`src/rtl/gen_pkg.sv`:
```
// Shared types and width helpers for the generator scheduler.
package gen_pkg;

  typedef enum logic [1:0] {
    IDLE  = 2'd0,
    GAP   = 2'd1,
    HOLD  = 2'd2,
    GRANT = 2'd3
  } state_t;

  // Width of a generator index; never narrower than one bit.
  function automatic int src_w(input int n_gen);
    return (n_gen > 1) ? $clog2(n_gen) : 1;
  endfunction

  // Width of the FIFO occupancy count, which must be able to hold DEPTH itself.
  function automatic int lvl_w(input int depth);
    return $clog2(depth) + 1;
  endfunction

endpackage

```
`src/rtl/sample_fifo.sv`:
```
// First-word-fall-through sample FIFO with a registered head word and occupancy.
module sample_fifo
  import gen_pkg::*;
#(
  parameter int W     = 10,
  parameter int DEPTH = 8,
  localparam int LVL_W = lvl_w(DEPTH)
) (
  input  logic             clk,
  input  logic             res,
  input  logic             push,
  input  logic [W-1:0]     push_data,
  input  logic             pop_ready,
  output logic             rd_valid,
  output logic [W-1:0]     rd_data,
  output logic [LVL_W-1:0] level
);

  localparam int PTR_W = $clog2(DEPTH);
  localparam logic [LVL_W-1:0] FULL_LVL = LVL_W'(DEPTH);

  logic [W-1:0]     mem [DEPTH];
  logic [PTR_W-1:0] wr_ptr;
  logic [PTR_W-1:0] rd_ptr;
  logic [PTR_W-1:0] rd_ptr_inc;
  logic             do_push;
  logic             do_pop;
  logic [LVL_W-1:0] level_nxt;
  logic [W-1:0]     head_nxt;

  // A pop is only honoured when a word is present, so popping an empty FIFO is a no-op.
  assign do_pop     = rd_valid & pop_ready;
  assign do_push    = push & ((level != FULL_LVL) | do_pop);
  assign rd_ptr_inc = rd_ptr + 1'b1;

  // Next occupancy and next head word; a simultaneous push and pop keeps level unchanged.
  always_comb begin
    level_nxt = level;
    head_nxt  = rd_data;
    case ({do_push, do_pop})
      2'b10:   level_nxt = level + 1'b1;
      2'b01:   level_nxt = level - 1'b1;
      default: level_nxt = level;
    endcase
    if (do_pop) begin
      if (level > LVL_W'(1)) head_nxt = mem[rd_ptr_inc];
      else if (do_push)      head_nxt = push_data;
    end else if (level == '0 && do_push) begin
      head_nxt = push_data;
    end
  end

  // Pointers, occupancy and valid flag; reset empties the FIFO.
  always_ff @(posedge clk or negedge res) begin
    if (!res) begin
      wr_ptr   <= '0;
      rd_ptr   <= '0;
      level    <= '0;
      rd_valid <= 1'b0;
    end else begin
      if (do_push) wr_ptr <= wr_ptr + 1'b1;
      if (do_pop)  rd_ptr <= rd_ptr_inc;
      level    <= level_nxt;
      rd_valid <= (level_nxt != '0);
    end
  end

  // Storage and head word carry no reset; they are qualified by rd_valid.
  always_ff @(posedge clk) begin
    if (do_push) mem[wr_ptr] <= push_data;
    rd_data <= head_nxt;
  end

endmodule

```
`src/rtl/gen_scheduler.sv`:
```
// Round-robin grant of a shared bus to N_GEN count generators, sampling each slot into a FIFO.
module gen_scheduler
  import gen_pkg::*;
#(
  parameter int N_GEN       = 4,
  parameter int WIDTH       = 8,
  parameter int SLOT_CYCLES = 4,
  parameter int FIFO_DEPTH  = 8,
  localparam int SRC_W = src_w(N_GEN),
  localparam int LVL_W = lvl_w(FIFO_DEPTH)
) (
  input  logic             clk,
  input  logic             res,
  input  logic             run,
  output logic [N_GEN-1:0] gen_en,
  input  logic [WIDTH-1:0] bus,
  output logic             out_valid,
  input  logic             out_ready,
  output logic [WIDTH-1:0] out_data,
  output logic [SRC_W-1:0] out_src,
  output logic [LVL_W-1:0] level,
  output logic             busy
);

  localparam logic [7:0]       SLOT_LAST = 8'(SLOT_CYCLES - 1);
  localparam logic [LVL_W-1:0] FULL_LVL  = LVL_W'(FIFO_DEPTH);
  localparam logic [SRC_W-1:0] IDX_LAST  = SRC_W'(N_GEN - 1);
  localparam logic [N_GEN-1:0] EN_ONE    = N_GEN'(1);

  state_t                  state_q;
  state_t                  state_nxt;
  logic [SRC_W-1:0]        idx_q;
  logic [SRC_W-1:0]        idx_nxt;
  logic [7:0]              slot_q;
  logic [7:0]              slot_nxt;
  logic                    smp_push;
  logic [SRC_W+WIDTH-1:0]  head_word;
  logic [N_GEN-1:0]        gen_en_nxt;

  // Next-state logic; the full check is made before GRANT, so one push per slot never overflows.
  always_comb begin
    state_nxt = state_q;
    idx_nxt   = idx_q;
    slot_nxt  = slot_q;
    smp_push  = 1'b0;
    case (state_q)
      IDLE: begin
        if (run) state_nxt = GAP;
      end
      GAP, HOLD: begin
        if (!run)                  state_nxt = IDLE;
        else if (level < FULL_LVL) state_nxt = GRANT;
        else                       state_nxt = HOLD;
      end
      GRANT: begin
        if (slot_q == SLOT_LAST) begin
          smp_push  = 1'b1;
          slot_nxt  = '0;
          idx_nxt   = (idx_q == IDX_LAST) ? '0 : idx_q + 1'b1;
          state_nxt = GAP;
        end else begin
          slot_nxt = slot_q + 1'b1;
        end
      end
      default: state_nxt = IDLE;
    endcase
    gen_en_nxt = (state_nxt == GRANT) ? (EN_ONE << idx_nxt) : '0;
  end

  // FSM registers plus registered enables and busy; reset drops gen_en immediately.
  always_ff @(posedge clk or negedge res) begin
    if (!res) begin
      state_q <= IDLE;
      idx_q   <= '0;
      slot_q  <= '0;
      gen_en  <= '0;
      busy    <= 1'b0;
    end else begin
      state_q <= state_nxt;
      idx_q   <= idx_nxt;
      slot_q  <= slot_nxt;
      gen_en  <= gen_en_nxt;
      busy    <= (state_nxt != IDLE);
    end
  end

  // The bus is captured only on the last GRANT cycle, while gen_en[idx_q] is high.
  sample_fifo #(
    .W     (SRC_W + WIDTH),
    .DEPTH (FIFO_DEPTH)
  ) u_fifo (
    .clk       (clk),
    .res       (res),
    .push      (smp_push),
    .push_data ({idx_q, bus}),
    .pop_ready (out_ready),
    .rd_valid  (out_valid),
    .rd_data   (head_word),
    .level     (level)
  );

  assign out_src  = head_word[WIDTH +: SRC_W];
  assign out_data = head_word[WIDTH-1:0];

endmodule

```
`config.mk`:
```
export PLATFORM = sky130hd
export DESIGN_NAME = gen_scheduler
export DESIGN_NICKNAME = d
export VERILOG_FILES = /design/src/rtl/gen_pkg.sv /design/src/rtl/sample_fifo.sv /design/src/rtl/gen_scheduler.sv
export SDC_FILE = /design/constraint.sdc
export NUM_CORES = 1
export LEC_CHECK = 0
export BUFFER_PORTS_ARGS = -buffer_cell sky130_fd_sc_hd__buf_2
export CAP_MARGIN = 20
export CELL_PAD_IN_SITES_DETAIL_PLACEMENT = 1
export CELL_PAD_IN_SITES_GLOBAL_PLACEMENT = 1
export CORE_MARGIN = 1
export CORE_UTILIZATION = 34
export CTS_BUF_LIST = sky130_fd_sc_hd__clkbuf_2 sky130_fd_sc_hd__clkbuf_4 sky130_fd_sc_hd__clkbuf_8
export DETAILED_ROUTE_END_ITERATION = 8
export HOLD_SLACK_MARGIN = 0.12
export MAX_ROUTING_LAYER = met4
export PLACE_DENSITY = 0.64
export SKIP_LAST_GASP = 1
export SLEW_MARGIN = 10
export SYNTH_ARGS = -nofsm -noshare
export SYNTH_HDL_FRONTEND = slang
export SYNTH_SLANG_ARGS = --single-unit
```
`constraint.sdc`:
```
create_clock -name clk -period 3.4 [get_ports clk]
set_input_delay 0.34 -clock clk [delete_from_list [all_inputs] [get_ports clk]]
set_output_delay 0.34 -clock clk [all_outputs]
set_load 0.1 [all_outputs]
```
[Word level (Yosys, flattened, before mapping)]
Memories as Yosys holds them, arrays and structs flattened.
Index checks and enable logic that the tools add are counted.
Storage, ports and cells
  register bits after elaboration: 38
  memory bits (writable): 80
  bits of input ports: 12
  output and inout bits: 20
  logic and storage cells: 60
  memories kept: 1
Memory list
  u_fifo.mem: depth 8, width 10, rd ports 1, clocked after memory_dff 0, wr ports 1, RTL line sample_fifo.sv:22  | logic [W-1:0] mem [DEPTH];
Operators by class
  $add $sub $neg: 6
  $lt $le $gt $ge: 2
  equality and inequality tests: 10
  shifts and indexed selects: 1
  mux-type cells: 19
  bitwise logic cells: 3
  reduce and logical (&&, ||, !) cells: 8
Operator list (count)
  two-way mux 10 bit: 4
  two-way mux 2 bit: 6
  == test 2 bit, second input constant: 5
  adder 8 x 1 -> 8 bit, second input constant: 1
  == test 8 x 2 -> 1 bit, second input constant: 1
  two-way mux 8 bit: 1
  case mux 4 bit (2 select lines): 1
  adder 3 x 1 -> 3 bit, second input constant: 2
  case mux 2 bit (3 select lines): 1
  two-way mux 1 bit: 5
  adder 4 x 1 -> 4 bit, second input constant: 1
  == test 2 x 1 -> 1 bit, second input constant: 2
  greater-than comparator 4 x 1 -> 1 bit, second input constant: 1
  logical NOT 4 bit: 1
  < comparator 4 bit, second input constant: 1
  two-way mux 4 bit: 1
  != test 4 bit, second input constant: 1
  nonzero test 2 bit: 2
  nonzero test 4 bit: 1
  left shift 1 x 2 -> 4 bit, first input constant: 1
  subtractor 4 x 1 -> 4 bit, second input constant: 1
  != test 3 x 2 -> 1 bit, second input constant: 1
  adder 2 x 1 -> 2 bit, second input constant: 1
  bitwise AND 1 bit: 2
  5 further kinds: 5

[Logic depth before layout (Yosys ltp)]
Gate-level depths: netlist (run 1).
  depth after elaboration: 7
  depth in mapped cells: 7
  depth with buffers taken out: 7

[Hierarchy]
From an unflattened synthesis (run 1), not the netlist that was laid out.
Unflattened totals
  cell total of the unflattened synthesis: 347
  area, all modules: 5072.4 µm²
Modules (own cells, without submodules)
  sample_fifo: instances 1, cells an instance 263, area each 4204.0 µm², seq. area each 2977.9 µm²
  gen_scheduler: instances 1, cells an instance 84, area each 868.3 µm², seq. area each 425.4 µm²

[Worst setup path before layout (run 1)]
Ideal clock, no wire load.
  path type: flip-flop to flip-flop
  from: register u_fifo.level[0]
  to: memory u_fifo.mem[0][0] (enable)
  setup time: 0.390 ns
  data arrival time: 2.736 ns
  required time: 3.010 ns
  setup slack: 0.274 ns
  cell stages (with the launch flop): 7
  buffers on the path: 0
  clock period less this slack: 3.126 ns
  cell sequence: dfrtp_1 -> inv_1 -> ha_1 -> nand3b_1 -> nor2_1 -> or3_1 -> nor3_1
Between the ends
  cells in the longest elaborated chain, start to end: 5
RTL lines
  start: declaration: RTL line sample_fifo.sv:16  | output logic [LVL_W-1:0] level
  start signal: assignment: RTL line sample_fifo.sv:63  | level <= level_nxt;
  != test 4 bit: RTL line sample_fifo.sv:33  | assign do_push = push & ((level != FULL_LVL) | do_pop);
  bitwise OR 1 bit: RTL line sample_fifo.sv:33
  bitwise AND 1 bit: RTL line sample_fifo.sv:33
  two-way mux 1 bit: RTL line sample_fifo.sv:70  | if (do_push) mem[wr_ptr] <= push_data;
  two-way mux 1 bit (implied by the code): RTL line sample_fifo.sv:70
  end: declaration: RTL line sample_fifo.sv:22
Every way passes these cells.

[Worst setup path in the final report (run 1)]
  from: register state_q[1]
  to: memory u_fifo.mem[0][9] (enable)
Between the ends
  cells in the longest elaborated chain, start to end: 5
RTL lines
  start: declaration: RTL line gen_scheduler.sv:30  | state_t state_q;
  start signal: assignment: RTL line gen_scheduler.sv:79  | state_q <= state_nxt;
  == test 2 bit: RTL line gen_scheduler.sv:46  | case (state_q)
  two-way mux 1 bit: RTL line gen_scheduler.sv:46
  bitwise AND 1 bit: RTL line sample_fifo.sv:33
  two-way mux 1 bit: RTL line sample_fifo.sv:70
  two-way mux 1 bit (implied by the code): RTL line sample_fifo.sv:70
Every way passes these cells.

==> metrics.md, run 1 <==
| Metric | Value |
|---|---|
| Status | complete, no violations |
| DRT Wirelength | between 10000 and 15000 µm |
| Synth unique cells | 42 |
| # DRC | 0 |
| PortBufs | 31 |
| CP max-delay cell | nor4bb_1 |
| DRT iter0 DRCs | approximately 200 |
| Core box area | between 10000 and 15000 µm² |
| Diode count | 0 |
| Final Net Count | slightly below 400 |
| GP Congestion | 0.757 |
| Reg2Reg Capture Point | u_fifo.mem[0][9]$_DFFE_PP_ |
| Leading area contributor after synthesis | edfxtp_1 |
| WP data required | 3.54 ns |
| End of the critical path | u_fifo.mem[0][9]$_DFFE_PP_ |
| Endpoints failing setup | 0 |
| Slew margin rel. | 31.6% |
| FF-to-FF Start | state_q[1]$_DFF_PN0_ |
| Synth-to-Final Area Change | 17.1% |
| Peak supply drop | ~650 µV |
| Vias in the first global route | a little over 3000 |
| Fin. max-slew vios | 0 |
| Clock tree buffer depth | 2 |
| Initial core utilization | a little over a third |
| Commonest non-fill, non-tap cell in the layout | edfxtp_1 |
| Boundary pin count | 32 |
| Largest net degree at the start of global routing | 29 |
| Total gr overflow | 0 |
| Leakage | 0.00217 µW |
| Vias per std cell | around 5.0 |
| Global-route usage over all layers | between 15 and 20% |
| Fmax | about 400 MHz |
| Endpoints failing hold | 0 |
| Post-Syn Area per Cell | between 15 and 20 µm² |
| FF-to-FF setup slack | 0.85 ns |
| Worst Setup Start Kind | register |
| Final Cell Area | roughly 5800 µm² |
| CP arrival | about 2.7 ns |
| DP HPWL | 6730 µm |
| Post-synthesis async set-or-reset flop share | about a quarter |
| CP startpoint | state_q[1]$_DFF_PN0_ |
| Die X | ~120 µm |
| Crit end category | register |
| Post-CTS Setup Bufs | 0 |
| First-pass GRT wire length | roughly 17000 µm |
| Clk slew on worst S/H paths | approximately 0.070 ns |
| Post-CTS Resized | 0 |
| Period utilization | 75.0% |
| Total power | about 5200 µW |
| Initial antenna violation count | 0 |
| Placed instance area | 5390 µm² |
| Final min period | between 2 and 3 ns |
| Share of layout cells above drive strength 1 | about 29% |
| Max stage delay on crit path | between 0.4 and 0.5 ns |
| Htree depth | 4 |
| R2R cell count | 6 |
| Synth area leaders | edfxtp_1, dfrtp_1, mux4_2 |
| Yosys top cell area share | 54.9% |
| Post-synth EDFFs | 90 |
| CTS tree | built |
| Synth Net Count | 329 |
| Die footprint | roughly 15000 µm² |
| DRT antenna net count | 0 |
| Sequential area share after synthesis | between 60 and 70% |
| Routed vias | ~2800 |
| Commonest non-fill, non-tap cells in the layout | edfxtp_1, nand2_1, buf_2 |
| Ys flop type | edfxtp_1 |
| # hold bufs at CTS | 1 |
| Tightest Hold Check Type | input port to register |
| Die height | about 120 µm |
| Critical path class | register to register |
| Wire per inst | around 18 µm |
| Syn Inst Count | 306 |
| Yosys reg bits | approximately 120 |
| CP Max Fanout | 10 |
| Hold Path Stages | 1 |
| Fin cells | 557 |
| Clock root buffer | clkbuf_8 |
| RSZ-0062 raised after global routing | false |
| Later-pin clock latency in the skew report | 0.44 ns |
| Mapped Area | approximately 4900 µm² |
| CTS Buf Count | 17 |
| YS warnings | 0 |
| Max-cap viol count | 0 |
| Actual slew at the worst max-slew pin | 1.03 ns |
| Pwr/cell area | 905 nW/µm² |
| Hold Crit Start | bus[3] |
| # rows | 43 |
| Placed Cells | approximately 520 |
| Critical Path, Cell by Cell | ha_1 > nor4bb_1 > nand2_1 > or3_1 > nor3_1 > buf_4 |
| Clock Sinks | between 100 and 150 |
| DRT Pass-1 Iters | 4 |
| Setup TNS | 0 ns |
| Worst Skew | 0.0151 ns |
-- critical path: cells and delay by family (launching register included) --
family | cells | cell delay (ns)
buffers and inverters | 1 | 0.23
adders and majority gates | 1 | 0.32
and+or+nand+nor | 4 | 1.32
DFF | 1 | 0.39
-- cells by family after synthesis --
kind of cell / count (synthesis) / synth area share, %
XOR/XNOR: 13 / 2.31
buffers and inverters: 15 / 1.14
multiplexers: 33 / 11.8
AO/OA/AOI/OAI: 35 / 4.32
adder cells (fa/ha/maj): 11 / 2.80
AND/OR/NAND/NOR: 81 / 8.44
flip-flops: 118 / 69.2
-- through the flow --
stage	setup WS (ns)	util (%)	hold WS, ns
global placement	0.949	38.5	0.400
finish	0.849	41.2	0.202
global route	0.606	41.2	0.189
floorplan	0.274	-	0.0444
CTS	0.824	41.2	0.175
detailed placement	0.848	38.5	0.407
-- power breakdown --
group          switching (µW)  internal [µW]  leakage [µW]
Combinational            1410            698      0.000807
Clock                     531            631      0.000187
Sequential                174           1780       0.00118
-- worst min path at each step --
stage / to / slack, ns
after floorplan: busy$_DFF_PN0_ / 0.04
after global placement: slot_q[0]$_DFFE_PN0N_ / 0.40
after detailed placement: slot_q[7]$_DFFE_PN0N_ / 0.41
after CTS: u_fifo.mem[1][3]$_DFFE_PP_ / 0.17
after global routing: u_fifo.mem[0][3]$_DFFE_PP_ / 0.19
final: u_fifo.mem[1][3]$_DFFE_PP_ / 0.20
-- Yosys cell counts (2+ instances only) --
cell type  instances
mux2i_1           12
clkbuf_1           7
nor3_1             4
nand3b_1           3
edfxtp_1          90
ha_1              11
o21ai_0           17
dfrtp_1           28
nor2_1            18
a21o_1             2
xor2_1             6
nand3_1            5
inv_1              6
nand2_1           33
buf_1              2
a21oi_1            5
nand4_1            4
mux4_2            20
nand2b_1           3
xnor2_1            7
a31oi_1            2
-- per-layer routing --
layer | vias to the layer above | track usage (%) | part of all wire (%)
li1 | 1291 | - | -
met2 | 44 | 25.7 | 51
met3 | 13 | 4.46 | 3.6
met1 | 1419 | 18.9 | 44
met4 | 0 | 7.32 | 1.3
met5 | - | - | 0
-- flip-flops by register name (all words and copies together) (netlist names) --
name	flops
u_fifo.rd_data	10
u_fifo.rd_ptr	3
u_fifo.level	4
u_fifo.wr_ptr	3
gen_en	4
u_fifo.rd_valid	1
u_fifo.mem	80
slot_q	8
busy	1
state_q	2
idx_q	2
-- final cells by class --
| class | instances | area, µm² |
|---|---|---|
| clock buffers | 23 | 285 |
| clock inverters | 9 | 81.3 |
| fillers | 1434 | 8220 |
| inverters | 6 | 22.5 |
| multi-input cells | 173 | 1460 |
| flip-flops and latches | 118 | 3400 |
| well taps | 180 | 225 |
| repair buffers | 48 | 285 |
(Power assumes the default switching activity.)
==> run 2: changes to the inputs <==
clock period = 2.7 ns   (was 3.4 ns; I/O delays follow)
==> run 2 against run 1 <==
  * Sequential power increased by 27%
  * Utilization is 0.089 points higher
  * Hold slack worse by 0.031 ns
  * Critical endpoint is now u_fifo.mem[4][2]$_DFFE_PP_
  * Register-to-register slack got worse by 0.56 ns
==> metrics.md, run 2 (synthesis results as in run 1) <==
| Metric | Value |
|---|---|
| Endpoints failing hold | 0 (unchanged) |
| Boundary pin count | 32 (unchanged) |
| Critical Path, Cell by Cell | ha_1 > nor4bb_1 > nand2_1 > or3_1 > nor2_1 > buf_4 (was ha_1 > nor4bb_1 > nand2_1 > or3_1 > nor3_1 > buf_4) |
| Global-route usage over all layers | 15.7% (was 16.1%) |
| CP Max Fanout | 10 (unchanged) |
| DRT iter0 DRCs | 172 (was 195) |
| Period utilization | 89.3% (was 75.0%) |
| # DRC | 0 (unchanged) |
| Final Cell Area | 5780 µm² (was 5760 µm²) |
| Crit end category | register (unchanged) |
| Crit path max-delay family | simple AND/OR/NAND/NOR gates (unchanged) |
| Clk slew on worst S/H paths | 0.07 ns (about the same) |
| CTS Buf Count | 17 (unchanged) |
| Fin cells | 553 (was 557) |
| Later-pin clock latency in the skew report | 0.43 ns (was 0.44 ns) |
| Post-CTS Resized | 0 (unchanged) |
| # fillers | 1424 (was 1434) |
| Commonest non-fill, non-tap cells in the layout | edfxtp_1, nand2_1, buf_2 (unchanged) |
| Vias in the first global route | 3022 (was 3036) |
| DP HPWL | 7050 µm (was 6730 µm) |
| CP arrival | 2.54 ns (was 2.69 ns) |
| Leakage | 0.00218 µW (was 0.00217 µW) |
| Clock root buffer | clkbuf_8 (unchanged) |
| Peak supply drop | 685 µV (was 650 µV) |
| Fin. max-slew vios | 0 (unchanged) |
| Largest registers | u_fifo.mem x80, u_fifo.rd_data x10, slot_q x8 (unchanged) |
| Tightest Hold Check Type | input port to register (unchanged) |
| Fmax | 415 MHz (was 392 MHz) |
| Actual slew at the worst max-slew pin | 0.646 ns (was 1.03 ns) |
| CP Buf/Inv Count | 1 (unchanged) |
| Vias per std cell | 5.03 (was 4.97) |
| Endpoints failing setup | 0 (unchanged) |
| CTS tree | built (unchanged) |
| Slew margin rel. | 56.9% (was 31.6%) |
| Die footprint | 15000 µm² (unchanged) |
| Worst Setup Start Kind | register (unchanged) |
| Initial core utilization | 35.2% (unchanged) |
| DRT Pass-1 Iters | 4 (unchanged) |
| Status | complete, no violations (unchanged) |
| First-pass GRT wire length | 16200 µm (was 16600 µm) |
| Top reg by flops | u_fifo.mem (unchanged) |
| # rows | 43 (unchanged) |
| Worst Skew | 0.00727 ns (was 0.0151 ns) |
| Htree depth | 4 (unchanged) |
| Placed instance area | 5400 µm² (was 5390 µm²) |
| DRT antenna net count | 0 (unchanged) |
| PortBufs | 31 (unchanged) |
| Wire per inst | 18.7 µm (was 18.4 µm) |
| Number of flip-flops under the largest register name | 80 (unchanged) |
| Largest net degree at the start of global routing | 29 (unchanged) |
| Core box area | 14000 µm² (unchanged) |
| Placed Cells | 524 (unchanged) |
| Critical path class | register to register (unchanged) |
| Final Net Count | 387 (unchanged) |
| Initial antenna violation count | 0 (unchanged) |
| Clock tree buffer depth | 2 (unchanged) |
| RSZ-0062 raised after global routing | false (unchanged) |
| Post-CTS Setup Bufs | 0 (unchanged) |
| Diode count | 0 (unchanged) |
| DRT Wirelength | 10300 µm (about the same) |
| Clock Sinks | 118 (unchanged) |
| CP max-delay cell | or3_1 (was nor4bb_1) |
| GP Congestion | 0.791 (was 0.757) |
| WP data required | 2.83 ns (was 3.54 ns) |
| Setup TNS | 0 ns (unchanged) |
| Commonest non-fill, non-tap cell in the layout | edfxtp_1 (unchanged) |
| Total gr overflow | 0 (unchanged) |
| Final min period | 2.41 ns (was 2.55 ns) |
| Routed vias | 2781 (was 2767) |
| Synth-to-Final Area Change | 17.4% (was 17.1%) |
| Max stage delay on crit path | 0.47 ns (was 0.48 ns) |
| Pwr/cell area | 1160 nW/µm² (was 905 nW/µm²) |
| FF-to-FF setup slack | 0.29 ns (was 0.85 ns) |
| Die X | 122 µm (unchanged) |
| Max-cap viol count | 0 (unchanged) |
| Share of layout cells above drive strength 1 | 27.9% (was 28.6%) |
| Die height | 122 µm (unchanged) |
[run 2: through the flow]
stage / setup slack, ns / utilization (%) / hold WS, ns / power [µW]
6_report: 0.288 / 41.3 / 0.171 / 6700
5_1_grt: 0.0443 / 41.3 / 0.154 / 7010
4_1_cts: 0.269 / 41.3 / 0.141 / 6800
3_5_place_dp: 0.302 / 38.6 / 0.346 / 5230
3_3_place_gp: 0.360 / 38.6 / 0.338 / 5130
2_1_floorplan: 0.0615 / - / -0.0256 / 4580
[run 2: where the power goes]
group / internal (µW) / switching (µW)
combinational: 890 / 1790
clock: 907 / 645
sequential: 2240 / 228
[run 2: repair_timing]
action / 4_1_cts / 5_1_grt
hold endpoints to repair: 28 / 0
endpoints found under the setup margin: 0 / 0
hold buffers: 1 / 0
[run 2: final timing paths]
check / startpoint / depth (start not counted) / end
max in group asynchronous: res / 2 / u_fifo.level[0]$_DFF_PN0_
min reg2reg: u_fifo.rd_ptr[1]$_DFFE_PN0N_ / 2 / u_fifo.rd_ptr[1]$_DFFE_PN0N_
min in group asynchronous: res / 2 / slot_q[3]$_DFFE_PN0N_
max: slot_q[0]$_DFFE_PN0N_ / 6 / u_fifo.mem[4][2]$_DFFE_PP_
min: run / 2 / state_q[0]$_DFF_PN0_
max reg2reg: slot_q[0]$_DFFE_PN0N_ / 6 / u_fifo.mem[4][2]$_DFFE_PP_
[run 2: layout make-up]
type / instances / area (µm²) / share of cell area [%]
Tap cell: 180 / 225 / 3.90
Clock buffer: 20 / 256 / 4.44
Sequential cell: 118 / 3410 / 59.0
Clock inverter: 8 / 110 / 1.91
Timing Repair Buffer: 48 / 285 / 4.94
Multi-Input combinational cell: 173 / 1470 / 25.5
Inverter: 6 / 22.5 / 0.390
[run 2: per-layer routing]
layer,share of wire (%),GRT usage (%)
met2,51,25.7
met3,3.3,4.51
met5,0,-
met4,2.7,8.08
met1,43,17.3
